<file path="src/rtl/mem_access_pkg.sv">
// Shared definitions for the MEM stage: opcode constants, FSM state type and
// the memory-op decode helper used by both EX and MEM.
package mem_access_pkg;

  localparam logic [5:0] OP_LW = 6'b001000;
  localparam logic [5:0] OP_SW = 6'b001010;

  typedef enum logic {
    ST_IDLE = 1'b0,
    ST_WAIT = 1'b1
  } state_t;

  function automatic logic is_mem_op(input logic [5:0] op);
    return (op == OP_LW) || (op == OP_SW);
  endfunction

endpackage

</file>
<file path="src/rtl/mem_timer.sv">
// Wait-cycle counter for the MEM stage; expired is high once the count has
// reached MAX-1 so the owning FSM can give up on the bus in that cycle.
module mem_timer #(
  parameter int MAX = 16
) (
  input  logic clk,
  input  logic rst,
  input  logic clear,
  input  logic enable,
  output logic expired
);

  logic [7:0] count;

  always_ff @(posedge clk) begin
    if (rst || clear) begin
      count <= '0;
    end else if (enable) begin
      count <= count + 8'd1;
    end
  end

  assign expired = (count == 8'(MAX - 1));

endmodule

</file>
<file path="src/rtl/mem_access.sv">
// MEM pipeline stage: passes ALU results through in one cycle, runs LW/SW over
// a req/ack bus with a bounded wait, and registers the MEM/WB outputs.
module mem_access #(
  parameter int MEM_TIMEOUT = 16
) (
  input  logic        clk,
  input  logic        rst,
  input  logic        valid_in,
  input  logic [5:0]  alu_op,
  input  logic [31:0] alu_result,
  input  logic [31:0] store_data,
  input  logic [4:0]  rd_in,
  input  logic        reg_write_in,
  output logic        stall,
  output logic        mem_req,
  output logic        mem_we,
  output logic [31:0] mem_addr,
  output logic [31:0] mem_wdata,
  input  logic        mem_ack,
  input  logic [31:0] mem_rdata,
  output logic        valid_out,
  output logic [31:0] wb_data,
  output logic [4:0]  rd_out,
  output logic        reg_write_out,
  output logic        misalign_err,
  output logic        bus_err
);
  import mem_access_pkg::*;

  // Bus handshake: mem_req is held high for the whole WAIT state with
  // address/data/we stable; the cycle in which mem_ack is sampled high at a
  // rising edge completes the access. Upstream holds its inputs while stall=1.

  state_t      state_q, state_d;
  logic        mem_op, aligned, accept, timeout;
  logic [4:0]  rd_q;
  logic        reg_write_q;

  assign mem_op  = valid_in && is_mem_op(alu_op);
  assign aligned = (alu_result[1:0] == 2'b00);
  assign accept  = (state_q == ST_IDLE) && mem_op && aligned;

  mem_timer #(.MAX(MEM_TIMEOUT)) u_timer (
    .clk     (clk),
    .rst     (rst),
    .clear   (accept),
    .enable  ((state_q == ST_WAIT) && !mem_ack),
    .expired (timeout)
  );

  assign stall = accept || ((state_q == ST_WAIT) && !mem_ack && !timeout);

  always_comb begin
    state_d = state_q;
    case (state_q)
      ST_IDLE: if (accept) state_d = ST_WAIT;
      ST_WAIT: if (mem_ack || timeout) state_d = ST_IDLE;
      default: state_d = ST_IDLE;
    endcase
  end

  always_ff @(posedge clk) begin
    if (rst) state_q <= ST_IDLE;
    else     state_q <= state_d;
  end

  always_ff @(posedge clk) begin
    if (rst) begin
      mem_req       <= 1'b0;
      mem_we        <= 1'b0;
      mem_addr      <= '0;
      mem_wdata     <= '0;
      rd_q          <= '0;
      reg_write_q   <= 1'b0;
      valid_out     <= 1'b0;
      wb_data       <= '0;
      rd_out        <= '0;
      reg_write_out <= 1'b0;
      misalign_err  <= 1'b0;
      bus_err       <= 1'b0;
    end else begin
      valid_out    <= 1'b0;
      misalign_err <= 1'b0;
      bus_err      <= 1'b0;
      case (state_q)
        ST_IDLE: begin
          if (accept) begin
            mem_req     <= 1'b1;
            mem_we      <= (alu_op == OP_SW);
            mem_addr    <= alu_result;
            mem_wdata   <= store_data;
            rd_q        <= rd_in;
            reg_write_q <= reg_write_in;
          end else if (valid_in) begin
            // Misaligned accesses retire immediately with no writeback.
            valid_out     <= 1'b1;
            wb_data       <= alu_result;
            rd_out        <= rd_in;
            reg_write_out <= reg_write_in && !mem_op;
            misalign_err  <= mem_op;
          end
        end
        ST_WAIT: begin
          if (mem_ack) begin
            mem_req       <= 1'b0;
            valid_out     <= 1'b1;
            wb_data       <= mem_we ? mem_addr : mem_rdata;
            rd_out        <= rd_q;
            reg_write_out <= reg_write_q && !mem_we;
          end else if (timeout) begin
            mem_req       <= 1'b0;
            valid_out     <= 1'b1;
            wb_data       <= mem_addr;
            rd_out        <= rd_q;
            reg_write_out <= 1'b0;
            bus_err       <= 1'b1;
          end
        end
        default: mem_req <= 1'b0;
      endcase
    end
  end

endmodule

</file>
<file path="config.mk">
export PLATFORM = sky130hd
export DESIGN_NAME = mem_access
export DESIGN_NICKNAME = d
export VERILOG_FILES = /design/src/rtl/mem_access_pkg.sv /design/src/rtl/mem_timer.sv /design/src/rtl/mem_access.sv
export SDC_FILE = /design/constraint.sdc
export NUM_CORES = 1
export LEC_CHECK = 0
export BUFFER_PORTS_ARGS = -buffer_cell sky130_fd_sc_hd__buf_2
export CAP_MARGIN = 20
export CELL_PAD_IN_SITES_DETAIL_PLACEMENT = 1
export CELL_PAD_IN_SITES_GLOBAL_PLACEMENT = 1
export CORE_MARGIN = 2
export CORE_UTILIZATION = 30
export CTS_CLUSTER_SIZE = 14
export DETAILED_ROUTE_END_ITERATION = 8
export GPL_TIMING_DRIVEN = 0
export PLACE_DENSITY_LB_ADDON = 0.3
export SYNTH_ARGS = -nofsm -noshare
export SYNTH_HDL_FRONTEND = slang
export SYNTH_HIERARCHICAL = 1
export SYNTH_SLANG_ARGS = --single-unit
</file>
<file path="constraint.sdc">
create_clock -name clk -period 1.8 [get_ports clk]
set_input_delay 0.09 -clock clk [delete_from_list [all_inputs] [get_ports clk]]
set_output_delay 0.09 -clock clk [all_outputs]
set_load 0.02 [all_outputs]
</file>
==> summary.md <==
| Metric | Value |
|---|---|
| Status | completed |
| CP Launch Point | u_timer/count[1] |
| Netlist cell types | 37 |
| Top FF cell, synth | dfxtp_1 |
| First-pass GRT wire length | 31000 um |
| Comb pwr share | 0.102 |
| Synthesis warning total | 6 |
| CP top delay family | compound AO/OA/AOI/OAI gates |
| Vias in the first global route | 5843 |
| Antenna Nets Post-Route | 0 |
| Buffers & Inverters on Critical Path | 1 |
| Avg Cell Area, Syn | 8.30 sq um |
| Final wirelength | 20300 um |
| Post-Syn Area | 5160 sq um |
| Setup TNS Final | 0 ns |
| Largest net degree at the start of global routing | 17 |
| CP max-delay cell | dfxtp_4 |
| Initial DRC Count | 204 |
| HPWL reported at the end of detailed placement | 13600 um |
| Cell taking the most area after synthesis | dfxtp_1 |
| Final setup violation count | 0 |
| DP Area | 6540 sq um |
| Reg power frac | 0.398 |
| WP depth | 7 |
| Finished Cell Area | 8000 sq um |
| GRT Residual Overflow | 0 |
| HP Class | in2reg |
| Max VDD drop | 0.603 mV |
| I/O pin cnt | 220 |
| CTS Buffer Depth | 2 |
| CP max stage delay | 0.36 ns |
| R2R Setup Slk | 0.002 ns |
| Post-synthesis cell count | 622 |
| Max Fanout on Critical Path | 10 |
| Post-synth EDFFs | 0 |
| Peak Freq | 556 MHz |
| R2r startpoint | u_timer/count[1] |
| Sequential fraction of the synthesis area | 0.473 |
| Die extent in x | 135 um |
| Initial core utilization | 0.309 |
| Clock sink count | 122 |
| Post-route minimum period | 1.80 ns |
| Worst path cell trace | ha_4 > nand4b_1 > nor4_4 > o21ai_2 > clkbuf_8 > a221o_1 > a21oi_1 |
| Setup crit end kind | register |
| Top cells by area, synth | dfxtp_1 (47%), a21oi_1 (10%), nand2_1 (10%) |
| Area delta synth->final | 54.9% |
| DRT Pass-1 Iters | 4 |
| Layout fillers | 2053 |
| Pwr/cell area | 874 nW/um^2 |
| Nets@finish | 1048 |
| Endpoints failing hold | 0 |
| H-tree Lvls | 4 |
| Internal power | 5.38 mW |
| Core box area | 16700 sq um |
| Multi-input gate area in the final layout | 2500 sq um |
| Critical Path RT | 2.14 ns |
| Routed vias | 5639 |
| Max Slew Vio Count | 0 |
| Post-synth top area share | 0.473 |
| Total track usage | 0.221 |
| Worst-Margin Slew | 0.663 ns |
| Period utilisation layout | 0.999 |
| Worst reg-to-reg path cell count | 7 |
| Crit start category | register |
| Slew HR | 0.558 |
| Post-DR wirelength/cell | 17.4 um |
| Clock skew | 0.00824 ns |
| Root Buffer Master | clkbuf_16 |
| FF/Latch Area | 2450 sq um |
| Port Buffers | 219 |
| GP Congestion | 0.744 |
| Reg2reg end | wb_data[6] |
| Clk Latency, worst-skew pair | 0.41 ns |
| NetSw | 1.61 mW |
| Die Y | 135 um |
| Row cnt | 47 |
| Critical Path End | wb_data[6] |
| Sw frac | 0.231 |
| RSZ-0062 raised after global routing | true |
| Antenna cells | 0 |
| Initial antenna violation count | 0 |
| Synth Net Count | 735 |
| Total CTS buffers | 17 |
| Yosys reg bits | 122 |
| Post-DR vias/cell | 4.83 |
| Max-cap violations | 0 |
| CP Data Arrival Time | 2.14 ns |
| Critical path class | reg2reg |
| Layout cells sized above 1 | 0.317 |
| Die area | 18300 sq um |
| CTS tree | done |
| Post-route DRC violation count | 0 |
| Async SR Flop Fraction | 0 |
| Final core utilization | 0.479 |
| Leak | 3.50 nW |
| Clk pwr share | 0.500 |
| Reg clk slew, reported paths | 0.06 ns |
[placed cells by master (no fill, tap or decap), drive strengths merged, types with 2 or more instances in the layout]
cell type,count
nand4,4
nor3,7
inv,3
o21ai,5
xor2,3
mux2i,38
a221o,32
or2,2
a211oi,5
clkinv,4
dfxtp,122
nand3,36
a21oi,106
dlygate4sd3,69
buf,246
nor2,40
or3,3
nor2b,3
nand2,142
nand2b,2
nor3b,4
bufinv,3
clkbuf,57
[logic make-up after synthesis]
family,after synthesis,share of synthesized area
muxes,38,0.0736
buffers and inverters,58,0.0533
and+or+nand+nor,246,0.204
AOI/OAI and AO/OA,153,0.187
DFF,122,0.473
adders and majority gates,1,0.00242
xor gates and xnor gates,4,0.00678
[power by group through the flow]
stage	Sequential [mW]	Clock, mW	Combinational (mW)
after global routing	2.79	3.70	0.768
after floorplan	2.91	0	0.246
after CTS	2.78	3.58	0.708
after detailed placement	2.84	0	0.587
after global placement	2.84	0	0.584
final	2.78	3.50	0.711
[worst reg2reg max path: cells and delay by family (launching register included)]
family,cells,cell delay (ns)
flops,1,0.36
simple gates,2,0.39
buf+inv,1,0.20
compound gates,3,0.64
fa+ha+maj,1,0.14
[metrics by stage]
step	hold slack, ns	power, mW	setup slack (ns)	instances
final	0.0192	6.99	0.00162	1167
after global routing	0.0198	7.25	-0.111	1167
after CTS	0.0257	7.07	-0.0767	1167
after detailed placement	0.337	3.43	-0.694	1061
after global placement	0.332	3.43	-0.697	1061
after floorplan	0.226	3.15	0.0131	622
[Yosys cell counts (2+ instances only)]
master and number:
clkbuf_1 35, nor3_1 7, buf_6 5, nand4_1 3, nand3_1 36, o21ai_0 4, nand2b_1 2, nor3b_1 4
dfxtp_1 122, nor2_1 40, a21oi_1 106, a221o_1 32, nor2b_1 3, a211oi_1 5, nand2_1 141, or3_1 3
inv_1 2, xor2_1 3, mux2i_1 38, buf_2 13, or2_2 2
[layout make-up]
| cell class | instances | share of cell area |
|---|---|---|
| sequential | 122 | 0.307 |
| timing repair buffer | 295 | 0.231 |
| tap | 220 | 0.0344 |
| multi-input combinational | 442 | 0.312 |
| clock buffer | 23 | 0.0597 |
| inverter | 3 | 0.00172 |
| buffer | 54 | 0.0400 |
| clock inverter | 8 | 0.0147 |
[worst min-delay path by stage]
stage | from | slack [ns] | depth (start not counted) | end
after global placement | store_data[19] | 0.33 | 3 | mem_wdata[19]
after global routing | rst | 0.02 | 3 | u_timer/count[5]
after detailed placement | store_data[1] | 0.34 | 3 | mem_wdata[1]
final | rst | 0.02 | 3 | u_timer/count[1]
after floorplan | rd_in[0] | 0.23 | 2 | rd_q[0]
after CTS | valid_in | 0.03 | 3 | reg_write_out
[repair_timing]
item                       CTS  global route
cloned                       0             0
hold buffers                69             0
hold endpoints to repair    69             0
setup endpoints to repair  120            63
buffers inserted             7             0
resized for setup           34             9
pin swaps                    4             3
[sequential cells by signal (all words and copies together), names as in the netlist]
| signal | cells |
|---|---|
| bus_err | 1 |
| mem_addr | 32 |
| mem_req | 1 |
| mem_wdata | 32 |
| mem_we | 1 |
| misalign_err | 1 |
| rd_out | 5 |
| rd_q | 5 |
| reg_write_out | 1 |
| reg_write_q | 1 |
| state_q | 1 |
| u_timer/count | 8 |
| valid_out | 1 |
| wb_data | 32 |
[layer usage]
metal | part of all wire | track usage | vias to the layer above
li1 | - | - | 2789
met1 | 0.43 | 0.266 | 2694
met2 | 0.50 | 0.388 | 138
met3 | 0.055 | 0.0617 | 18
met4 | 0.011 | 0.0561 | 0
met5 | 0 | 0 | -
Note: power is estimated with default switching activity, not from simulation.
